--- src/rtl/sl_tx_scheduler.sv ---
`default_nettype none
// ============================================================================
// Module   : sl_tx_scheduler
// Purpose  : Shares one serial-line word transmitter between NREQ requesters.
//            Round-robin grant, latch of the granted word/length, start/done
//            handshake with the transmitter, per-word timeout supervision and
//            a forced idle gap between words on the line.
// Ports    : clk        - core clock (16 MHz)
//            rst_n      - synchronous active-low reset
//            enable     - 1 = new grants allowed
//            req        - per-requester word pending (held until ack/err)
//            req_data   - packed 32-bit words, requester i at [32*i+:32]
//            req_len    - packed 6-bit bit counts, requester i at [6*i+:6]
//            ack / err  - 1-cycle one-hot completion / rejection pulses
//            tx_start   - 1-cycle start pulse to the transmitter
//            tx_data    - latched word, stable from tx_start to tx_done
//            tx_len     - latched bit count, stable likewise
//            tx_busy    - transmitter busy
//            tx_done    - 1-cycle transmitter finished pulse
//            active_id  - index of current/last granted requester
//            busy       - scheduler not idle
// Revision : 1.0 - initial release
// ============================================================================
module sl_tx_scheduler #(
  parameter int NREQ       = 4,
  parameter int GAP_CYCLES = 32,
  parameter int TIMEOUT    = 1024
) (
  input  logic              clk,
  input  logic              rst_n,
  input  logic              enable,
  input  logic [NREQ-1:0]   req,
  input  logic [NREQ*32-1:0] req_data,
  input  logic [NREQ*6-1:0] req_len,
  output logic [NREQ-1:0]   ack,
  output logic [NREQ-1:0]   err,
  output logic              tx_start,
  output logic [31:0]       tx_data,
  output logic [5:0]        tx_len,
  input  logic              tx_busy,
  input  logic              tx_done,
  output logic [1:0]        active_id,
  output logic              busy
);

  localparam logic [2:0] c_idle  = 3'd0;
  localparam logic [2:0] c_arb   = 3'd1;
  localparam logic [2:0] c_start = 3'd2;
  localparam logic [2:0] c_wait  = 3'd3;
  localparam logic [2:0] c_gap   = 3'd4;

  // A word finishing (ack or err) goes to the gap state, or straight back
  // to idle when no gap is configured.
  localparam logic [2:0] c_post = (GAP_CYCLES == 0) ? c_idle : c_gap;

  localparam int c_tw = $clog2(TIMEOUT + 1);
  localparam int c_gw = (GAP_CYCLES > 1) ? $clog2(GAP_CYCLES) : 1;
  localparam logic [c_tw-1:0] c_to_last  = c_tw'(TIMEOUT - 1);
  localparam logic [c_gw-1:0] c_gap_last = c_gw'((GAP_CYCLES > 0) ? GAP_CYCLES - 1 : 0);

  logic [2:0]      r_state;
  logic [1:0]      r_last;
  logic [1:0]      r_active;
  logic [c_tw-1:0] r_tcnt;
  logic [c_gw-1:0] r_gcnt;
  logic [NREQ-1:0] r_ack;
  logic [NREQ-1:0] r_err;
  logic [31:0]     r_data;
  logic [5:0]      r_len;

  logic            w_found;
  logic [1:0]      w_grant;
  logic [NREQ-1:0] w_grant_oh;
  logic [31:0]     w_data;
  logic [5:0]      w_len;
  logic            w_len_ok;
  logic [NREQ-1:0] w_active_oh;
  logic [c_tw-1:0] w_tcnt_inc;

  // Round-robin search: offsets 1..NREQ from the last grant, first pending
  // requester wins. Inner loop keeps every vector index a constant.
  always_comb begin
    w_found    = 1'b0;
    w_grant    = 2'd0;
    w_grant_oh = '0;
    w_data     = 32'd0;
    w_len      = 6'd0;
    for (int i = 1; i <= NREQ; i++) begin
      for (int j = 0; j < NREQ; j++) begin
        if (!w_found && req[j] && (j == ((int'(r_last) + i) % NREQ))) begin
          w_found       = 1'b1;
          w_grant       = 2'(j);
          w_grant_oh[j] = 1'b1;
          w_data        = req_data[32*j +: 32];
          w_len         = req_len[6*j +: 6];
        end
      end
    end
  end

  assign w_len_ok = (w_len >= 6'd8) && (w_len <= 6'd32);

  always_comb begin
    w_active_oh = '0;
    for (int j = 0; j < NREQ; j++) begin
      w_active_oh[j] = (r_active == 2'(j));
    end
  end

  // Counter is cleared when tx_start fires; the incremented value equals the
  // number of cycles since tx_start, so the abort decision lands on the
  // cycle TIMEOUT-1 after tx_start and err shows TIMEOUT cycles after it.
  assign w_tcnt_inc = r_tcnt + 1'b1;

  always_ff @(posedge clk) begin
    if (!rst_n) begin
      r_state  <= c_idle;
      r_last   <= 2'(NREQ - 1);
      r_active <= 2'd0;
      r_tcnt   <= '0;
      r_gcnt   <= '0;
      r_ack    <= '0;
      r_err    <= '0;
      r_data   <= 32'd0;
      r_len    <= 6'd0;
    end else begin
      r_ack <= '0;
      r_err <= '0;
      case (r_state)
        c_idle: begin
          if (enable && (|req)) r_state <= c_arb;
        end
        c_arb: begin
          if (!w_found) begin
            r_state <= c_idle;
          end else begin
            r_data   <= w_data;
            r_len    <= w_len;
            r_active <= w_grant;
            r_last   <= w_grant;
            if (w_len_ok) begin
              r_state <= c_start;
            end else begin
              r_err   <= w_grant_oh;
              r_gcnt  <= '0;
              r_state <= c_post;
            end
          end
        end
        c_start: begin
          if (!tx_busy) begin
            r_tcnt  <= '0;
            r_state <= c_wait;
          end
        end
        c_wait: begin
          r_tcnt <= w_tcnt_inc;
          // tx_done has priority over a coincident timeout.
          if (tx_done) begin
            r_ack   <= w_active_oh;
            r_gcnt  <= '0;
            r_state <= c_post;
          end else if (w_tcnt_inc == c_to_last) begin
            r_err   <= w_active_oh;
            r_gcnt  <= '0;
            r_state <= c_post;
          end
        end
        c_gap: begin
          if (r_gcnt == c_gap_last) r_state <= c_idle;
          else                      r_gcnt  <= r_gcnt + 1'b1;
        end
        default: r_state <= c_idle;
      endcase
    end
  end

  // Start pulse follows tx_busy within the cycle so a free transmitter is
  // started two cycles after the request is seen.
  assign tx_start  = (r_state == c_start) && !tx_busy;
  assign tx_data   = r_data;
  assign tx_len    = r_len;
  assign ack       = r_ack;
  assign err       = r_err;
  assign active_id = r_active;
  assign busy      = (r_state != c_idle);

endmodule
`default_nettype wire

--- config.mk ---
export PLATFORM = sky130hd
export DESIGN_NAME = sl_tx_scheduler
export DESIGN_NICKNAME = d
export VERILOG_FILES = /design/src/rtl/sl_tx_scheduler.sv
export SDC_FILE = /design/constraint.sdc
export NUM_CORES = 1
export LEC_CHECK = 0
export CORE_UTILIZATION = 43
export CTS_CLUSTER_SIZE = 16
export DETAILED_ROUTE_END_ITERATION = 7
export HOLD_SLACK_MARGIN = 0.06
export PLACE_DENSITY = 0.82
export SLEW_MARGIN = 15
export SYNTH_ARGS = -nofsm -noshare
export SYNTH_HDL_FRONTEND = slang
export SYNTH_SLANG_ARGS = --single-unit
--- constraint.sdc ---
create_clock -name clk -period 5.67 [get_ports clk]
set_input_delay 0.8505 -clock clk [delete_from_list [all_inputs] [get_ports clk]]
set_output_delay 0.8505 -clock clk [all_outputs]
set_load 0.01 [all_outputs]
== Yosys cells after proc, flatten, opt, wreduce, memory -nomap -nowiden ==
Index checks and enable logic that the tools add are counted.
Storage, ports and cells
  register bits after elaboration: 69
  input port bits: 161
  output and inout port bits: 50
  logic and storage cells: 217
Cells by class
  add/sub/neg operators: 6
  $lt $le $gt $ge: 2
  equal/unequal tests: 28
  multiplexer cells: 99
  bitwise logic cells: 4
  reductions and logical operators: 69
Operators with widths (number)
  $mux 32: 16
  $logic_not 32->1: 4
  $mux 6: 16
  $logic_and 1x1->1: 34
  $mux 1: 32
  $mux 2: 14
  $mux 5: 5
  $eq 3x3->1 const A: 8
  $pmux 11 s2: 1
  $mux 3: 7
  $logic_not 1->1: 16
  $mux 4: 4
  $pmux 3 s5: 1
  $pmux 5 s3: 1
  $eq 2x3->1 const A: 4
  $ne 2x2->1 const B: 6
  $add 11x1->11 const B: 1
  $eq 11x10->1 const B: 1
  $mux 11: 1
  $pmux 4 s2: 1
  $reduce_or 2->1: 4
  $eq 3x2->1 const B: 2
  $ge 6x4->1 const B: 1
  $le 6x6->1 const B: 1
  19 further kinds: 27

== Logic depth before layout (Yosys ltp) ==
  word-level depth: 71
  gate-level depth with buffers: 12
  gate-level depth less buffers: 9

== Worst setup path after synthesis ==
OpenSTA, ideal clock, no wires.
  kind: input port to flip-flop
  start point: input req[0]
  end point: register r_gcnt[1]
  library setup time: 0.072 ns
  arrival time: 3.011 ns
  data required time: 5.598 ns
  path slack: 2.587 ns
  cell stages on the path: 10
  buffers on the path: 1
  cell sequence: buf_4 or3b_4 nor3b_4 a221o_1 a211oi_1 a211oi_2 nor4b_2 a21o_1 a221oi_4 mux2i_1
On the way
  cells in the longest elaborated chain, start to end: 66
  elaborated cells on any way between the ends: 84
  classes of those cells: order compare (2); eq/ne (2); mux (32); reduce/logical (48)
RTL lines
  from (decl): line 32  | input logic [NREQ-1:0] req,
  $logic_and 1x1->1: line 90  | if (!w_found && req[j] && (j == ((int'(r_last) + i) % NREQ))) begin
  $mux 1: line 90
  $logic_not 1->1: line 90
  $logic_and 1x1->1 (2 in series): line 90
  $mux 1: line 90
  $logic_not 1->1: line 90
  $logic_and 1x1->1 (2 in series): line 90
  $mux 1: line 90
  [47 not listed]
  $mux 1: line 90
  $logic_not 1->1: line 90
  $logic_and 1x1->1 (2 in series): line 90
  $mux 6: line 90
  $ge 6x4->1 or $le 6x6->1 (tied branches): line 101  | assign w_len_ok = (w_len >= 6'd8) && (w_len <= 6'd32);
  $logic_and 1x1->1: line 101
  $ne 2x2->1 (no source line)
  $reduce_and 5->1 (no source line) *
  to (signal assigned): line 171  | else r_gcnt <= r_gcnt + 1'b1;
  to (decl): line 65  | logic [c_gw-1:0] r_gcnt;
Mark *: on every way between the ends. The rest lies on a longest branch, timed or not.
A chain may end at the register's enable or synchronous reset.

== Worst setup path in the final report ==
  start point: input req[1]
  end point: register r_gcnt[4]
On the way
  cells in the longest elaborated chain, start to end: 63
  elaborated cells on any way between the ends: 80
  classes of those cells: order compare (2); eq/ne (2); mux (30); reduce/logical (46)
RTL lines (line)
  $logic_and 1x1->1 (2 in series): 90
  $mux 1: 90
  $logic_not 1->1: 90
  $logic_and 1x1->1 (2 in series): 90
  $mux 1: 90
  $logic_not 1->1: 90
  $logic_and 1x1->1 (2 in series): 90
  $mux 1: 90
  [43 not listed]
  $mux 1: 90
  $logic_not 1->1: 90
  $logic_and 1x1->1 (2 in series): 90
  $mux 6: 90
  $ge 6x4->1 or $le 6x6->1 (tied branches): 101
  $logic_and 1x1->1: 101
  $ne 2x2->1 (no source line)
  $reduce_and 5->1 (no source line) *
Marked as above.

==> impl_results.md <==
- Worst slew pin tran: 1.03 ns
- 1st-pass router iterations: 7
- EDFF count, synth: 0
- Switching part of the total: 40.6%
- Fmax: 0.234 GHz
- Critical Path Source Type: input port
- Synth Cell Area: 0.00477 mm²
- Synth Area per Inst: 7.69 µm²
- Min-delay worst type: reg -> reg
- Comb pwr share: 51.1%
- # diodes: 0
- Hold Slack: 0.469 ns
- Vias: 6091
- Setup TNS: 0 ns
- Largest net degree at the start of global routing: 66
- Port bufs: 210
- Slew Limit Fails: 0
- # hold bufs at CTS: 0
- DR DRC count: 0
- Routed WL: 19500 µm
- Simple-gate share of the synthesized area: 23.5%
- Outcome: completed
- DRT antenna net count: 0
- Psw: 997 µW
- Seq pwr share: 30.2%
- Clock share of power: 18.7%
- CTS H-tree lvls: 3
- Antenna violations before repair: 0
- Static Leakage: 2.51 nW
- Chip width: 107 µm
- Period minus WS final: 4.27 ns
- Clock Pin Slew Worst Setup and Hold Paths: 0.08 ns
- Arr. time, crit path: 4.56 ns
- Crit Path Category: in -> reg
- I/O Pins: 211
- Synth cell types: 70
- CP required: 5.96 ns
- Syn Nets: 785
- Rows: 38
- Overall global routing resource usage: 33.3%
- Critical Path End Type: flip-flop
- Most frequent cells in the layout: 209 x clkdlybuf4s50_1, 69 x dfxtp_1, 66 x o21ai_0
- Synth Area in Compound Gates: 39.6%
- Iter 0 DRT Violations: 818
- Post-CTS Setup Bufs: 0
- DR WL/cell: 20.8 µm
- RSZ-0062 raised after global routing: no
- Vias per inst: 6.50
- Global-route wire length before repair: 29700 µm
- Design area: 0.00707 mm²
- Headroom to the max-slew limit: 30.9%
- CTS tree: yes
- CTS sink count: 69
- Largest family of logic cells by synthesized area: compound AO/OA/AOI/OAI gates
- Clock Skews: 0.0101 ns
- FF+latch count, synth: 69
- Post-synthesis sequential area ratio: 29.0%
- Clock buffers created by TritonCTS: 9
- Die Area: 0.0115 mm²
- Final setup violation count: 0
- Period utilisation layout: 75.3%
- RePlAce Congestion: 0.996
- Die Y: 107 µm
- Post-Synthesis Cells: 620
- Internal: 1.46 mW
- Grt ovf: 0
- Fraction of layout cells with a size suffix above 1: 4.52%
- Max Cap Violations: 0
- Worst-path fanout max: 23
- Post-synthesis mux area share: 0.893%
- Final hold violation count: 0
- Core Box Area: 0.0108 mm²
- Nets: 957
- Area grow syn2layout: 48.4%
- Adder-cell area share of the yosys netlist: 1.05%
- Vias in the first global route: 5582
- Placed cell area: 0.00685 mm²
- Post-CTS sizing: 0
- Max IR drop VDD: 0.246 mV
- Top FF cell, synth: dfxtp_1
- Leading cell type in the layout, fill and taps excluded: clkdlybuf4s50_1
- Longest Clk Path Bufs: 2
- FFs w/ async S/R, synth: 0%
- Initial Util: 44.0%
- Root Driver: clkbuf_8
- PD cells: 347 mW/mm²
- Yosys warning count: 0
- Final core utilization: 65.2%
- Worst-Skew Late Latency: 0.36 ns
- Hpwl dp: 14400 µm
- Synth Area in XOR/XNOR: 0.551%
-- power groups by stage --
stage | logic [mW] | registers [mW] | clock network (mW)
after global routing | 1.35 | 0.759 | 0.484
after detailed placement | 1.23 | 0.744 | 0
after global placement | 1.21 | 0.737 | 0
after floorplan | 0.682 | 0.736 | 0
after CTS | 1.24 | 0.735 | 0.463
final | 1.25 | 0.741 | 0.460
-- Yosys cell counts, types with 12 or more instances --
cell      instances  area share [%]
dfxtp_1          69              29
a221oi_1         30             5.5
nor2_1           35             2.8
o21ai_0          66             6.9
a222oi_1         19             4.0
nor2b_1          13             1.7
buf_2            12             1.3
a21oi_1          46             4.8
clkbuf_1         39             3.1
a22oi_1          32             5.0
nand3_1          20             2.1
nand2_1          56             4.4
a31oi_1          20             2.6
nor3_1           18             1.9
-- per-stage QoR --
| stage | power (mW) | setup WS [ns] | instances |
|---|---|---|---|
| after floorplan | 1.42 | 2.59 | 620 |
| after global placement | 1.95 | 1.26 | 921 |
| after detailed placement | 1.97 | 1.16 | 921 |
| after CTS | 2.43 | 1.53 | 937 |
| after global routing | 2.59 | 1.22 | 937 |
| final | 2.45 | 1.40 | 937 |
-- path summary, 6_finish.rpt --
kind                            slack (ns)       from  depth (start not counted)   endpoint
worst min register to register        0.47  tx_len[1]                          2  tx_len[1]
worst min-delay path                  0.47  tx_len[1]                          2  tx_len[1]
worst max-delay path                  1.40     req[1]                         10  r_gcnt[4]
worst max register to register        1.87  r_last[0]                          9  r_gcnt[4]
-- flip-flops by register name (all words and copies together) (netlist names) --
name and cells:
r_tcnt 11, err 4, r_last 2, tx_data 32
ack 4, r_gcnt 5, tx_len 6, r_state 3
active_id 2
-- critical path: stages --
cell,delay (ns)
clkdlybuf4s50_1,0.82
or3b_4,0.60
nor3b_4,0.65
a221o_1,0.29
a2111oi_0,0.07
a21oi_1,0.29
nor4b_2,0.11
a21o_1,0.24
a221oi_4,0.41
mux2i_1,0.23
-- routing by layer --
metal  part of all wire, %  vias up  GRT usage [%]
met5                     0        -              0
met3                   9.9       59           6.05
met1                    40     2855           43.4
li1                      -     2773              -
met2                    46      404           54.7
met4                   3.4        0           12.2
-- area by class of cell --
type / instances / area, µm²
Clock buffer: 11 / 141
Clock inverter: 5 / 83.8
Fill cell: 895 / 3770
Inverter: 10 / 37.5
Multi-Input combinational cell: 488 / 3130
Sequential cell: 69 / 1380
Tap cell: 140 / 175
Timing Repair Buffer: 214 / 2130
-- cell families after synthesis --
group / after synthesis
xor gates and xnor gates: 3
adders and majority gates: 4
AOI/OAI and AO/OA: 273
DFF: 69
and+or+nand+nor: 204
muxes: 4
buffers and inverters: 63
No activity file was read; power rests on OpenSTA's default activity.
